<file path="config.mk">
export PLATFORM = sky130hd
export DESIGN_NAME = aurora_clk_supervisor_flat
export DESIGN_NICKNAME = d
export VERILOG_FILES = /design/src/rtl/aurora_clk_supervisor_if.sv /design/src/rtl/aurora_clk_supervisor.sv /design/src/flat_wrapper.sv
export SDC_FILE = /design/constraint.sdc
export NUM_CORES = 1
export LEC_CHECK = 0
export ABC_AREA = 1
export CORE_UTILIZATION = 45
export CTS_BUF_LIST = sky130_fd_sc_hd__clkbuf_8 sky130_fd_sc_hd__clkbuf_16
export CTS_CLUSTER_SIZE = 14
export DETAILED_ROUTE_END_ITERATION = 6
export SLEW_MARGIN = 0
export SYNTH_ARGS = -nofsm -noshare
export SYNTH_HDL_FRONTEND = slang
export SYNTH_SLANG_ARGS = --single-unit
</file>
<file path="constraint.sdc">
create_clock -name INIT_CLK -period 3 [get_ports INIT_CLK]
set_clock_uncertainty 0.15 [all_clocks]
set_input_delay 0.45 -clock INIT_CLK [delete_from_list [all_inputs] [get_ports INIT_CLK]]
set_output_delay 0.45 -clock INIT_CLK [all_outputs]
set_load 0.05 [all_outputs]
</file>
<file path="src/rtl/aurora_clk_supervisor_if.sv">
// Lock/reset/status bundle between the Aurora clock supervisor and its
// surroundings. The slave modport is the supervisor side.
interface aurora_clk_supervisor_if #(
   parameter int unsigned NCHAN     = 4,
   parameter int unsigned CNT_WIDTH = 8
);
   logic [NCHAN-1:0]           GT_LOCKED;
   logic [NCHAN-1:0]           MMCM_LOCKED;
   logic [NCHAN-1:0]           CLEAR_FAULT;
   logic [NCHAN-1:0]           MMCM_RESET;
   logic [NCHAN-1:0]           CLK_READY;
   logic [NCHAN-1:0]           FAULT;
   logic                       ALL_READY;
   logic [NCHAN*CNT_WIDTH-1:0] RELOCK_COUNT;

   modport master (
      output GT_LOCKED, MMCM_LOCKED, CLEAR_FAULT,
      input  MMCM_RESET, CLK_READY, FAULT, ALL_READY, RELOCK_COUNT
   );

   modport slave (
      input  GT_LOCKED, MMCM_LOCKED, CLEAR_FAULT,
      output MMCM_RESET, CLK_READY, FAULT, ALL_READY, RELOCK_COUNT
   );
endinterface

</file>
<file path="src/rtl/aurora_clk_supervisor.sv">
// Multi-channel Aurora clock supervisor: sequences each MMCM reset against its
// GT PLL lock, qualifies MMCM lock with timeout/stability, retries, and latches
// a fault after repeated failures.
// Optional feature: define AURORA_CLK_SUPERVISOR_RELOCK_COUNT_EN to build the
// per-channel relock counters; otherwise RELOCK_COUNT is tied to zero.
module aurora_clk_supervisor #(
   parameter int unsigned NCHAN         = 4,
   parameter int unsigned SYNC_STAGES   = 2,
   parameter int unsigned RST_CYCLES    = 128,
   parameter int unsigned LOCK_TIMEOUT  = 65536,
   parameter int unsigned STABLE_CYCLES = 1024,
   parameter int unsigned MAX_RETRIES   = 7,
   parameter int unsigned CNT_WIDTH     = 8
) (
   input logic                    INIT_CLK,
   input logic                    INIT_RESET_N,
   aurora_clk_supervisor_if.slave bus
);

   localparam int unsigned TMR_MAX_A = (RST_CYCLES > STABLE_CYCLES) ? RST_CYCLES : STABLE_CYCLES;
   localparam int unsigned TMR_MAX   = (LOCK_TIMEOUT > TMR_MAX_A) ? LOCK_TIMEOUT : TMR_MAX_A;
   localparam int unsigned TMR_W     = $clog2(TMR_MAX + 1);
   localparam int unsigned RTY_W     = (MAX_RETRIES < 1) ? 1 : $clog2(MAX_RETRIES + 1);

   localparam logic [2:0] S_WAIT_GT   = 3'd0;
   localparam logic [2:0] S_HOLD      = 3'd1;
   localparam logic [2:0] S_WAIT_LOCK = 3'd2;
   localparam logic [2:0] S_STABLE    = 3'd3;
   localparam logic [2:0] S_READY     = 3'd4;
   localparam logic [2:0] S_RETRY     = 3'd5;
   localparam logic [2:0] S_FAULT     = 3'd6;

   logic [NCHAN-1:0]           mmcm_reset_w;
   logic [NCHAN-1:0]           clk_ready_w;
   logic [NCHAN-1:0]           fault_w;
   logic [NCHAN*CNT_WIDTH-1:0] relock_w;
   logic                       all_ready_q;

   for (genvar k = 0; k < NCHAN; k++) begin : g_chan
      logic [SYNC_STAGES-1:0] gt_sync;
      logic [SYNC_STAGES-1:0] mm_sync;
      logic                   gt;
      logic                   mm;
      logic [2:0]             state_q;
      logic [2:0]             state_d;
      logic [TMR_W-1:0]       tmr_q;
      logic                   tmr_run;
      logic [RTY_W-1:0]       rty_q;
      logic [RTY_W-1:0]       rty_d;
      logic                   relock_inc;
      logic                   mmcm_reset_q;
      logic                   clk_ready_q;
      logic                   fault_q;

      assign gt = gt_sync[SYNC_STAGES-1];
      assign mm = mm_sync[SYNC_STAGES-1];

      // Bring the asynchronous lock inputs into INIT_CLK.
      always_ff @(posedge INIT_CLK) begin
         if (!INIT_RESET_N) begin
            gt_sync <= '0;
            mm_sync <= '0;
         end else begin
            gt_sync <= {gt_sync[SYNC_STAGES-2:0], bus.GT_LOCKED[k]};
            mm_sync <= {mm_sync[SYNC_STAGES-2:0], bus.MMCM_LOCKED[k]};
         end
      end

      // Next state; loss of GT lock overrides every other exit condition.
      always_comb begin
         state_d    = state_q;
         rty_d      = rty_q;
         relock_inc = 1'b0;
         tmr_run    = 1'b0;
         unique case (state_q)
            S_WAIT_GT: begin
               if (gt) state_d = S_HOLD;
            end
            S_HOLD: begin
               tmr_run = 1'b1;
               if (!gt)                                     state_d = S_WAIT_GT;
               else if (tmr_q == TMR_W'(RST_CYCLES - 1))    state_d = S_WAIT_LOCK;
            end
            S_WAIT_LOCK: begin
               tmr_run = 1'b1;
               if (!gt)                                     state_d = S_WAIT_GT;
               else if (mm)                                 state_d = S_STABLE;
               else if (tmr_q == TMR_W'(LOCK_TIMEOUT - 1))  state_d = S_RETRY;
            end
            S_STABLE: begin
               tmr_run = 1'b1;
               if (!gt)                                     state_d = S_WAIT_GT;
               else if (!mm)                                state_d = S_RETRY;
               else if (tmr_q == TMR_W'(STABLE_CYCLES - 1)) state_d = S_READY;
            end
            S_READY: begin
               rty_d = '0;
               if (!gt) begin
                  state_d    = S_WAIT_GT;
                  relock_inc = 1'b1;
               end else if (!mm) begin
                  state_d    = S_RETRY;
                  relock_inc = 1'b1;
               end
            end
            S_RETRY: begin
               if (rty_q == RTY_W'(MAX_RETRIES)) begin
                  state_d = S_FAULT;
               end else begin
                  rty_d   = rty_q + RTY_W'(1);
                  state_d = S_HOLD;
               end
            end
            S_FAULT: begin
               if (bus.CLEAR_FAULT[k]) begin
                  rty_d   = '0;
                  state_d = S_WAIT_GT;
               end
            end
            default: state_d = S_WAIT_GT;
         endcase
      end

      // State, timer, retry counter and outputs decoded from the next state.
      always_ff @(posedge INIT_CLK) begin
         if (!INIT_RESET_N) begin
            state_q      <= S_WAIT_GT;
            tmr_q        <= '0;
            rty_q        <= '0;
            mmcm_reset_q <= 1'b1;
            clk_ready_q  <= 1'b0;
            fault_q      <= 1'b0;
         end else begin
            state_q <= state_d;
            rty_q   <= rty_d;
            if (state_d != state_q) tmr_q <= '0;
            else if (tmr_run)       tmr_q <= tmr_q + TMR_W'(1);
            mmcm_reset_q <= (state_d == S_WAIT_GT) || (state_d == S_HOLD) || (state_d == S_FAULT);
            clk_ready_q  <= (state_d == S_READY);
            fault_q      <= (state_d == S_FAULT);
         end
      end

      assign mmcm_reset_w[k] = mmcm_reset_q;
      assign clk_ready_w[k]  = clk_ready_q;
      assign fault_w[k]      = fault_q;

`ifdef AURORA_CLK_SUPERVISOR_RELOCK_COUNT_EN
      logic [CNT_WIDTH-1:0] relock_q;

      // Saturating count of lock losses out of READY.
      always_ff @(posedge INIT_CLK) begin
         if (!INIT_RESET_N)                         relock_q <= '0;
         else if (relock_inc && (relock_q != '1))   relock_q <= relock_q + CNT_WIDTH'(1);
      end

      assign relock_w[k*CNT_WIDTH +: CNT_WIDTH] = relock_q;
`else
      logic unused_relock_inc;
      assign unused_relock_inc = relock_inc;
      assign relock_w[k*CNT_WIDTH +: CNT_WIDTH] = '0;
`endif
   end

   // Aggregate readiness, one cycle behind the per-channel flags.
   always_ff @(posedge INIT_CLK) begin
      if (!INIT_RESET_N) all_ready_q <= 1'b0;
      else               all_ready_q <= &clk_ready_w;
   end

   assign bus.MMCM_RESET   = mmcm_reset_w;
   assign bus.CLK_READY    = clk_ready_w;
   assign bus.FAULT        = fault_w;
   assign bus.ALL_READY    = all_ready_q;
   assign bus.RELOCK_COUNT = relock_w;

endmodule

</file>
<file path="src/flat_wrapper.sv">
// flat-port wrapper written by rule: the top's interface ports become plain ports
module aurora_clk_supervisor_flat 
#(
   parameter int unsigned NCHAN         = 4,
   parameter int unsigned SYNC_STAGES   = 2,
   parameter int unsigned RST_CYCLES    = 128,
   parameter int unsigned LOCK_TIMEOUT  = 65536,
   parameter int unsigned STABLE_CYCLES = 1024,
   parameter int unsigned MAX_RETRIES   = 7,
   parameter int unsigned CNT_WIDTH     = 8
)
  (INIT_CLK, INIT_RESET_N, bus_GT_LOCKED, bus_MMCM_LOCKED, bus_CLEAR_FAULT, bus_MMCM_RESET, bus_CLK_READY, bus_FAULT, bus_ALL_READY, bus_RELOCK_COUNT);
  aurora_clk_supervisor_if #(.NCHAN(NCHAN), .CNT_WIDTH(CNT_WIDTH)) bus_i ();
  input logic INIT_CLK;
  input logic INIT_RESET_N;
  input wire logic [$bits(bus_i.GT_LOCKED)-1:0] bus_GT_LOCKED;
  input wire logic [$bits(bus_i.MMCM_LOCKED)-1:0] bus_MMCM_LOCKED;
  input wire logic [$bits(bus_i.CLEAR_FAULT)-1:0] bus_CLEAR_FAULT;
  output wire logic [$bits(bus_i.MMCM_RESET)-1:0] bus_MMCM_RESET;
  output wire logic [$bits(bus_i.CLK_READY)-1:0] bus_CLK_READY;
  output wire logic [$bits(bus_i.FAULT)-1:0] bus_FAULT;
  output wire logic [$bits(bus_i.ALL_READY)-1:0] bus_ALL_READY;
  output wire logic [$bits(bus_i.RELOCK_COUNT)-1:0] bus_RELOCK_COUNT;
  assign bus_i.GT_LOCKED = bus_GT_LOCKED;
  assign bus_i.MMCM_LOCKED = bus_MMCM_LOCKED;
  assign bus_i.CLEAR_FAULT = bus_CLEAR_FAULT;
  assign bus_MMCM_RESET = bus_i.MMCM_RESET;
  assign bus_CLK_READY = bus_i.CLK_READY;
  assign bus_FAULT = bus_i.FAULT;
  assign bus_ALL_READY = bus_i.ALL_READY;
  assign bus_RELOCK_COUNT = bus_i.RELOCK_COUNT;
  aurora_clk_supervisor #(.NCHAN(NCHAN), .SYNC_STAGES(SYNC_STAGES), .RST_CYCLES(RST_CYCLES), .LOCK_TIMEOUT(LOCK_TIMEOUT), .STABLE_CYCLES(STABLE_CYCLES), .MAX_RETRIES(MAX_RETRIES), .CNT_WIDTH(CNT_WIDTH)) u_core (.INIT_CLK(INIT_CLK), .INIT_RESET_N(INIT_RESET_N), .bus(bus_i));
endmodule
</file>
* Word level (Yosys, flattened, before mapping)
Cells that the tools add are included.
Word-level totals: ROM bits 0, register bits after elaboration 121, bits of input ports 14, output and inout bits 45, RAM bits 0, bits in latches 0, memories 0
Cells by class: div/mod/pow operators 0, add/subtract/negate cells 8, reductions and logical operators 33, shifts and indexed selects 0, multiplexer cells 72, equality and inequality tests 64, order comparisons 0, $mul 0, bitwise operators 1
Operators with widths (count):
- 3-bit two-way mux | 60
- 3-bit case mux with 7 select lines | 4
- 3-bit == test, second input constant | 24
- 17-bit by 1-bit adder with 17-bit output, second input constant | 4
- 17-bit by 10-bit == test with 1-bit output, second input constant | 4
- 17-bit by 16-bit == test with 1-bit output, second input constant | 4
- 17-bit by 7-bit == test with 1-bit output, second input constant | 4
- 3-bit case mux with 3 select lines | 4
- 3-bit by 1-bit == test with 1-bit output, second input constant | 8
- 3-bit by 2-bit == test with 1-bit output, second input constant | 8
- 3-bit logical NOT | 8
- 2-bit != test, second input constant | 8
- 3-bit by 1-bit adder with 3-bit output, second input constant | 4
- 3-bit != test | 4
- 3-bit AND reduction | 4
- 3-bit nonzero test | 4
- 3-bit OR reduction | 4
- 1-bit logical OR | 8
- 2-bit OR reduction | 4
- 1-bit two-way mux | 4
- 4-bit AND reduction | 1
- 1-bit inverter | 1

* Depth between registers and ports, before layout
Gate-level depths: netlist of run 1.
word-level depth 8, mapped depth 21, depth with buffers taken out 20

* Least setup slack after synthesis of run 1
Ideal clock, no wire load.
path kind register to register, start register u_core.g_chan[1].tmr_q[0], end register u_core.g_chan[1].tmr_q[10], setup time 64 ps, buffers on the path 1, data arrival time 2145 ps, data required time 2786 ps, stages on the path, launching flop included 22, path slack 641 ps, cell sequence dfxtp_1 > ha_1 > inv_1 > nor2_1 > nand2_1 > nor4_1 > ha_1 > inv_1 > nand2_1 > nand2_1 > nand2_1 > nand2_1 > inv_1 > nand2_1 > nand2_1 > nand2_1 > nand2_1 > nand2_1 > nor2_1 > nand2_1 > buf_4 > nor2_1
Between the ends: word-level cells in the longest chain between the ends 7, elaborated cells between the ends (all ways) 15, those cells by class 1 x add/sub; 4 x eq/ne; 9 x mux; 1 x reduce/logical
RTL lines:
- from (decl) | RTL line aurora_clk_supervisor.sv:46 | logic [TMR_W-1:0] tmr_q;
- from (signal assigned) | RTL line aurora_clk_supervisor.sv:137 | else if (tmr_run) tmr_q <= tmr_q + TMR_W'(1);
- 17-bit by 10-bit == test with 1-bit output / 17-bit by 16-bit == test with 1-bit output (equally long branches) | RTL line aurora_clk_supervisor.sv:94, aurora_clk_supervisor.sv:88
- 3-bit two-way mux (on tied branches) | RTL line aurora_clk_supervisor.sv:94, aurora_clk_supervisor.sv:88
- 3-bit two-way mux (on tied branches) | RTL line aurora_clk_supervisor.sv:93, aurora_clk_supervisor.sv:87
- 3-bit two-way mux (on tied branches) | RTL line aurora_clk_supervisor.sv:92, aurora_clk_supervisor.sv:86
- 3-bit case mux with 7 select lines | RTL line aurora_clk_supervisor.sv:75 | unique case (state_q)
- 3-bit != test | RTL line aurora_clk_supervisor.sv:136 | if (state_d != state_q) tmr_q <= '0;
- 2-bit OR reduction (no line)
Parallel ways exist; a longest one is shown, timed or not. A chain may end at the register's enable or synchronous reset.

* Final worst setup path of run 1
start register u_core.g_chan[3].tmr_q[0], end register u_core.g_chan[3].tmr_q[2]
Between the ends: word-level cells in the longest chain between the ends 7, elaborated cells between the ends (all ways) 15, those cells by class 1 x add/sub; 4 x eq/ne; 9 x mux; 1 x reduce/logical
RTL lines (RTL line):
- from (decl) | aurora_clk_supervisor.sv:46
- from (signal assigned) | aurora_clk_supervisor.sv:137
- 17-bit by 10-bit == test with 1-bit output / 17-bit by 16-bit == test with 1-bit output (equally long branches) | aurora_clk_supervisor.sv:94, aurora_clk_supervisor.sv:88
- 3-bit two-way mux (on tied branches) | aurora_clk_supervisor.sv:94, aurora_clk_supervisor.sv:88
- 3-bit two-way mux (on tied branches) | aurora_clk_supervisor.sv:93, aurora_clk_supervisor.sv:87
- 3-bit two-way mux (on tied branches) | aurora_clk_supervisor.sv:92, aurora_clk_supervisor.sv:86
- 3-bit case mux with 7 select lines | aurora_clk_supervisor.sv:75
- 3-bit != test | aurora_clk_supervisor.sv:136
- 2-bit OR reduction (no line)
Parallel ways exist; a longest one is shown, timed or not.

==> results of run 1 <==
[layer usage]
layer	vias up	global-route usage (%)	wire, µm
li1	2768	-	-
met2	72	25.6	5070
met5	-	0	0
met4	0	6.17	113
met1	2236	21.9	5750
met3	8	5.08	432
[stage by stage]
step	total power, mW	std cells
floorplan	1.85	917
global placement	1.86	1071
detailed placement	1.86	1071
CTS	3.91	1103
global route	4.00	1103
finish	3.86	1103
[critical path, delay by kind of cell (launching register included)]
family	cells	cell delay [ns]
compound gates	1	0.08
buf+inv	1	0.05
simple gates	14	1.53
flops	1	0.33
fa+ha+maj	2	0.40
[sequential cells by signal, summed over array words and instances (netlist names)]
register	count
u_core.g_chan.clk_ready_q	4
u_core.g_chan.mmcm_reset_q	4
u_core.g_chan.rty_q	12
u_core.bus.ALL_READY	1
u_core.g_chan.gt_sync	8
u_core.g_chan.tmr_q	68
u_core.g_chan.state_q	12
u_core.g_chan.mm_sync	8
u_core.g_chan.fault_q	4
[power breakdown]
group          switching (mW)  total, mW  leakage (nW)  internal (mW)
Sequential            0.00989       1.63         0.978           1.62
Clock                   0.683       2.03         0.313           1.35
Combinational           0.151      0.190          1.82         0.0393
Total                   0.843       3.86          3.11           3.01
[final timing paths]
kind | startpoint | to | cells after the start
setup / recovery | u_core.g_chan[3].tmr_q[0] | u_core.g_chan[3].tmr_q[2] | 18
hold reg to reg | u_core.g_chan[0].mm_sync[0] | u_core.g_chan[0].mm_sync[1] | 2
hold / removal | u_core.g_chan[0].mm_sync[0] | u_core.g_chan[0].mm_sync[1] | 2
setup reg to reg | u_core.g_chan[3].tmr_q[0] | u_core.g_chan[3].tmr_q[2] | 18
[cells by family after synthesis]
family                     Yosys count  share of synthesized area [%]
adders and majority gates           16                           3.14
DFF                                121                           38.0
other                                1                         0.0588
muxes                                4                          0.628
buffers and inverters              171                           13.3
and+or+nand+nor                    455                           31.6
xor gates and xnor gates            58                           7.97
AOI/OAI and AO/OA                   60                           5.32
[placed cells by master (no fill, tap or decap), types with 4 or more instances in the layout]
cell type / synthesis / layout
ha_1: 16 / 16
nand4_1: 21 / 21
nor2_1: 154 / 154
nand3b_1: 6 / 6
clkbuf_16: 0 / 17
nor2_2: 5 / 5
xnor2_1: 17 / 17
inv_2: 7 / 7
inv_1: 107 / 110
nand2_1: 185 / 185
o21ai_0: 12 / 12
a21oi_1: 28 / 28
buf_4: 49 / 4
mux2i_1: 4 / 4
clkinv_2: 0 / 6
a211oi_1: 4 / 4
clkdlybuf4s50_1: 0 / 26
nand3_1: 50 / 50
xor2_1: 41 / 41
conb_1: 1 / 32
nor3_1: 10 / 10
dfxtp_1: 121 / 121
o31ai_1: 5 / 5
[cell type report]
| type | instances | share of cell area, % |
|---|---|---|
| inverter | 115 | 5.99 |
| sequential | 121 | 33.6 |
| tap | 180 | 3.12 |
| timing repair buffer | 30 | 4.03 |
| multi-input combinational | 625 | 45.0 |
| clock buffer | 20 | 6.47 |
| clock inverter | 12 | 1.82 |
[timing repair]
action / 4_1_cts / 5_1_grt
endpoints found under the setup margin: 0 / 21
hold buffers: 0 / 0
gates resized for setup: 0 / 3
==> reports/qor.yml, run 1 <==
setup_path:
  crit_path_max_fanout: 17
  arrival_ns: 2.81
  cp_slowest_cell: "dfxtp_1"
  crit_required_ns: 3.19
  reg2reg_slack_ns: 0.38
  crit_chain: "ha_1 -> nand2_1 -> inv_1 -> nand2_1 -> nor2_1 -> nor4b_1 -> ha_1 -> nor2_1 -> nand2_1 -> nand3_1 -> nand2_1 -> nor2_1 -> nand3_1 -> nand2_1 -> o21ai_1 -> nor2_1 -> nand3_4 -> nor2_1"
  cp_slowest_stage_delay_ns: 0.33
  criticalPathCategory: "reg2reg"
  crit_path_end_kind: "register"
  setup.worst_path.start_class: "register"
grt:
  track_usage_pct: 16.6
  grt_max_degree: 24
  grt_pass1_vias: 4562
  overflow: 0
  grt_pass1_wl_um: 19700
  grt_antenna_before_repair: 0
synthesis:
  syn_avg_cell_area_um2: 7.20
  synth_commonest_cells: "nand2_1, nor2_1, dfxtp_1, inv_1, nand3_1"
  synth_cells: 886
  yosysWarnings: 0
  synth_area_leaders: "dfxtp_1, nand2_1, nor2_1, inv_1, buf_4"
  syn_area_um2: 6380
  synth_most_common_cell: "nand2_1"
  synth-edff-count: 0
  synth_cell_types: 41
  ys.flop_type: "dfxtp_1"
  ys_ff_latch: 121
  synthArstFlopShare_pct: 0
  synth_top_area_cell: "dfxtp_1"
  yosys.area.top_type_share_pct: 38.0
  seq_area_frac_synth_pct: 38.0
sta:
  min_period_over_period_pct: 87.4
  hold_slack_ns: 0.257
  setup_viol: 0
  finalHoldViolCount: 0
  drv_slew: 0
  setup_tns_ns: 0
  slew_headroom_pct: 65.5
  timing.fmax_mhz: 381
  worstMarginPinSlew_ns: 0.515
  rsz0062_at_grt: "false"
  finalCriticalPeriod_ns: 2.62
  worst_slack_ns: 0.379
die:
  die_w_um: 121
  core_um2: 13800
  die_h_um: 121
  dieArea_um2: 14600
  initial_core_util_pct: 46.1
  rows: 43
  ioPinCount: 59
clock_tree:
  cts_tree: "built"
  cts_buffers: 17
  numClockSinks: 121
  htreeDepth: 4
  path_clk_slew_ns: 0.05
  cts_root_buf: "clkbuf_16"
  cts_buffer_depth: 2
  post_cts_buffers: 0
  worstSkewPairLatency_ns: 0.41
run_status:
  status: "complete, no violations"
place:
  pre_cts_ws_ns: 0.270
  dpl.hpwl_um: 8050
  gp_congestion: 0.841
  portBuffers: 26
  postPlaceCellArea_um2: 6590
route:
  via_count: 5084
  vias_per_cell: 4.61
  drt_iter0_drc: 300
  dr.pass1.iters: 4
  drc: 0
  wirelength_um: 11400
  wire_per_inst_um: 10.3
  ant_nets: 0
finish:
  layout-drive-gt1-share_pct: 6.83
  multiInputGateArea_um2: 3240
  seq_area_um2: 2420
  fillers: 1372
  nNetsFinal: 940
  num_antenna_cells: 0
  fin_area_um2: 7210
  fin_util_pct: 52.1
  syn_to_final_growth_pct: 13.1
min_path:
  min_path_type: "reg2reg"
flow_run:
  maxCapViolCount: 0
pwr:
  ir_drop_uv: 425
  pwr_density_cell_nw_per_um2: 535
  p_leak_nw: 3.11
(Power assumes the default switching activity.)
==> run 2, diff against run 1 <==
--- a/config.mk
+++ b/config.mk
@@ -6,6 +6,7 @@
 export NUM_CORES = 1
 export LEC_CHECK = 0
 export ABC_AREA = 1
+export ABC_CLOCK_PERIOD_IN_PS = 3000
 export CORE_UTILIZATION = 45
 export CTS_BUF_LIST = sky130_fd_sc_hd__clkbuf_8 sky130_fd_sc_hd__clkbuf_16
 export CTS_CLUSTER_SIZE = 14
==> results of run 2 <==
The final DEF is identical to that of run 1; final timing and power are the same.
==> run 3, diff against run 2 <==
--- a/config.mk
+++ b/config.mk
@@ -11,6 +11,7 @@
 export CTS_BUF_LIST = sky130_fd_sc_hd__clkbuf_8 sky130_fd_sc_hd__clkbuf_16
 export CTS_CLUSTER_SIZE = 14
 export DETAILED_ROUTE_END_ITERATION = 6
+export RECOVER_POWER = 25
 export SLEW_MARGIN = 0
 export SYNTH_ARGS = -nofsm -noshare
 export SYNTH_HDL_FRONTEND = slang
==> reports/qor.yml, run 3 (synthesis gave the netlist of run 1 again) <==
sta:
  hold_slack_ns: 0.257
  worst_slack_ns: 0.343
  worstMarginPinSlew_ns: 1.13
  timing.fmax_mhz: 376
  setup_tns_ns: 0
  min_period_over_period_pct: 88.6
  finalCriticalPeriod_ns: 2.66
  rsz0062_at_grt: "false"
  drv_slew: 0
  finalHoldViolCount: 0
  setup_viol: 0
  slew_headroom_pct: 24.7
clock_tree:
  htreeDepth: 4
  post_cts_resized: 0
  cts_root_buf: "clkbuf_16"
  cts_buffer_depth: 2
  cts_buffers: 17
  worstSkewPairLatency_ns: 0.41
  post_cts_buffers: 0
  postCtsHoldBufs: 0
  path_clk_slew_ns: 0.05
  numClockSinks: 121
  cts_tree: "built"
grt:
  busiest_layer: "met2"
  grtUsageMet1_pct: 21.9
  grt_pass1_wl_um: 19700
  grt_antenna_before_repair: 0
  grt_max_degree: 24
  grt_use_met3_pct: 5.08
  met2_usage_pct: 25.6
  track_usage_pct: 16.6
  grt_pass1_vias: 4562
  overflow: 0
die:
  dieArea_um2: 14600
  die_w_um: 121
  rows: 43
  die_h_um: 121
  ioPinCount: 59
  initial_core_util_pct: 46.1
  core_um2: 13800
setup_path:
  crit_path_max_fanout: 17
  crit_required_ns: 3.19
  crit_path_end_kind: "register"
  criticalPathCategory: "reg2reg"
  setup.worst_path.start_class: "register"
  reg2reg_depth: 18
  arrival_ns: 2.84
finish:
  final_cell_mix: "nand2_1, nor2_1, dfxtp_1"
  num_antenna_cells: 0
  largest-register: "u_core.g_chan.tmr_q"
  layout_commonest_cell: "nand2_1"
  syn_to_final_growth_pct: 12.5
  reg_top3: "u_core.g_chan.tmr_q (68), u_core.g_chan.rty_q (12), u_core.g_chan.state_q (12)"
  largest_reg_flops: 68
  nNetsFinal: 940
  instances_no_fill: 1103
  layout-drive-gt1-share_pct: 5.96
place:
  pre_cts_ws_ns: 0.270
  place_inst: 1071
  dpl.hpwl_um: 8050
  portBuffers: 26
  gp_congestion: 0.841
pwr:
  power_frac_seq_pct: 42.4
  fin_total_pwr_mw: 3.86
  p_comb_share_pct: 4.9
  pwr_density_cell_nw_per_um2: 537
  p_int_mw: 3.01
  p_sw_share_pct: 21.8
  net-switching-power_uw: 842
  ir_drop_uv: 424
  p_leak_nw: 3.10
  p_clk_share_pct: 52.8
route:
  drt_iter0_drc: 350
  vias_per_cell: 4.62
  wire_per_inst_um: 10.3
  dr.pass1.iters: 5
  via_count: 5092
  wirelength_um: 11300
  drc: 0
  ant_nets: 0
min_path:
  holdPathStages: 2
  min_path_type: "reg2reg"
run_status:
  status: "complete, no violations"
flow_run:
  maxCapViolCount: 0
## run 3: cell types whose count changed in the layout (fill, tap and decap cells not counted)
cell             before  now
inv_1               110  113
nor3_4                3    1
buf_4                 4    2
inv_2                 7    4
clkbuf_1              0    2
dlygate4sd3_1         0    1
nor3_1               10   13
clkdlybuf4s50_1      26   25
nor3_2                3    2
## run 3: layer usage
| layer | part of all wire [%] | wire [µm] |
|---|---|---|
| met1 | 51 | 5740 |
| met4 | 0.99 | 112 |
| met3 | 4.3 | 485 |
| met5 | 0 | 0 |
| met2 | 44 | 5000 |
## run 3: layout make-up
type / instances / area, µm²
inverters: 115 / 432
well taps: 180 / 225
fillers: 1373 / 6650
multi-input cells: 625 / 3220
clock inverters: 12 / 131
clock buffers: 20 / 467
flip-flops and latches: 121 / 2420
repair buffers: 30 / 283
## run 3: path summary, 6_finish.rpt
kind	start	end	slack, ns
worst max-delay path	u_core.g_chan[3].tmr_q[0]	u_core.g_chan[3].tmr_q[2]	0.34
worst max register to register	u_core.g_chan[3].tmr_q[0]	u_core.g_chan[3].tmr_q[2]	0.34
worst min register to register	u_core.g_chan[0].mm_sync[0]	u_core.g_chan[0].mm_sync[1]	0.26
worst min-delay path	u_core.g_chan[0].mm_sync[0]	u_core.g_chan[0].mm_sync[1]	0.26
## run 3: critical path, cell delays in order (launching register included)
cell     delay, ns
dfxtp_1       0.33
ha_1          0.21
nand2_1       0.08
inv_1         0.05
nand2_1       0.08
nor2_1        0.05
nor4b_1       0.14
ha_1          0.19
nor2_1        0.13
nand2_1       0.07
nand3_1       0.06
nand2_1       0.05
nor2_1        0.07
nand3_1       0.09
nand2_1       0.13
o21ai_1       0.08
nor2_1        0.24
nand3_4       0.22
nor2_1        0.15
## run 3: metrics by stage
stage	area (µm²)	utilization (%)
after global routing	7180	51.9
after CTS	7190	52.0
after detailed placement	6590	47.7
after floorplan	6490	-
after global placement	6590	47.7
final	7180	51.9
## run 3: power by group through the flow
stage | Clock [mW] | Combinational [mW] | Sequential, mW
detailed placement | 0 | 0.189 | 1.67
CTS | 2.09 | 0.190 | 1.63
finish | 2.03 | 0.188 | 1.63
global route | 2.16 | 0.205 | 1.63
global placement | 0 | 0.190 | 1.67
floorplan | 0 | 0.189 | 1.66
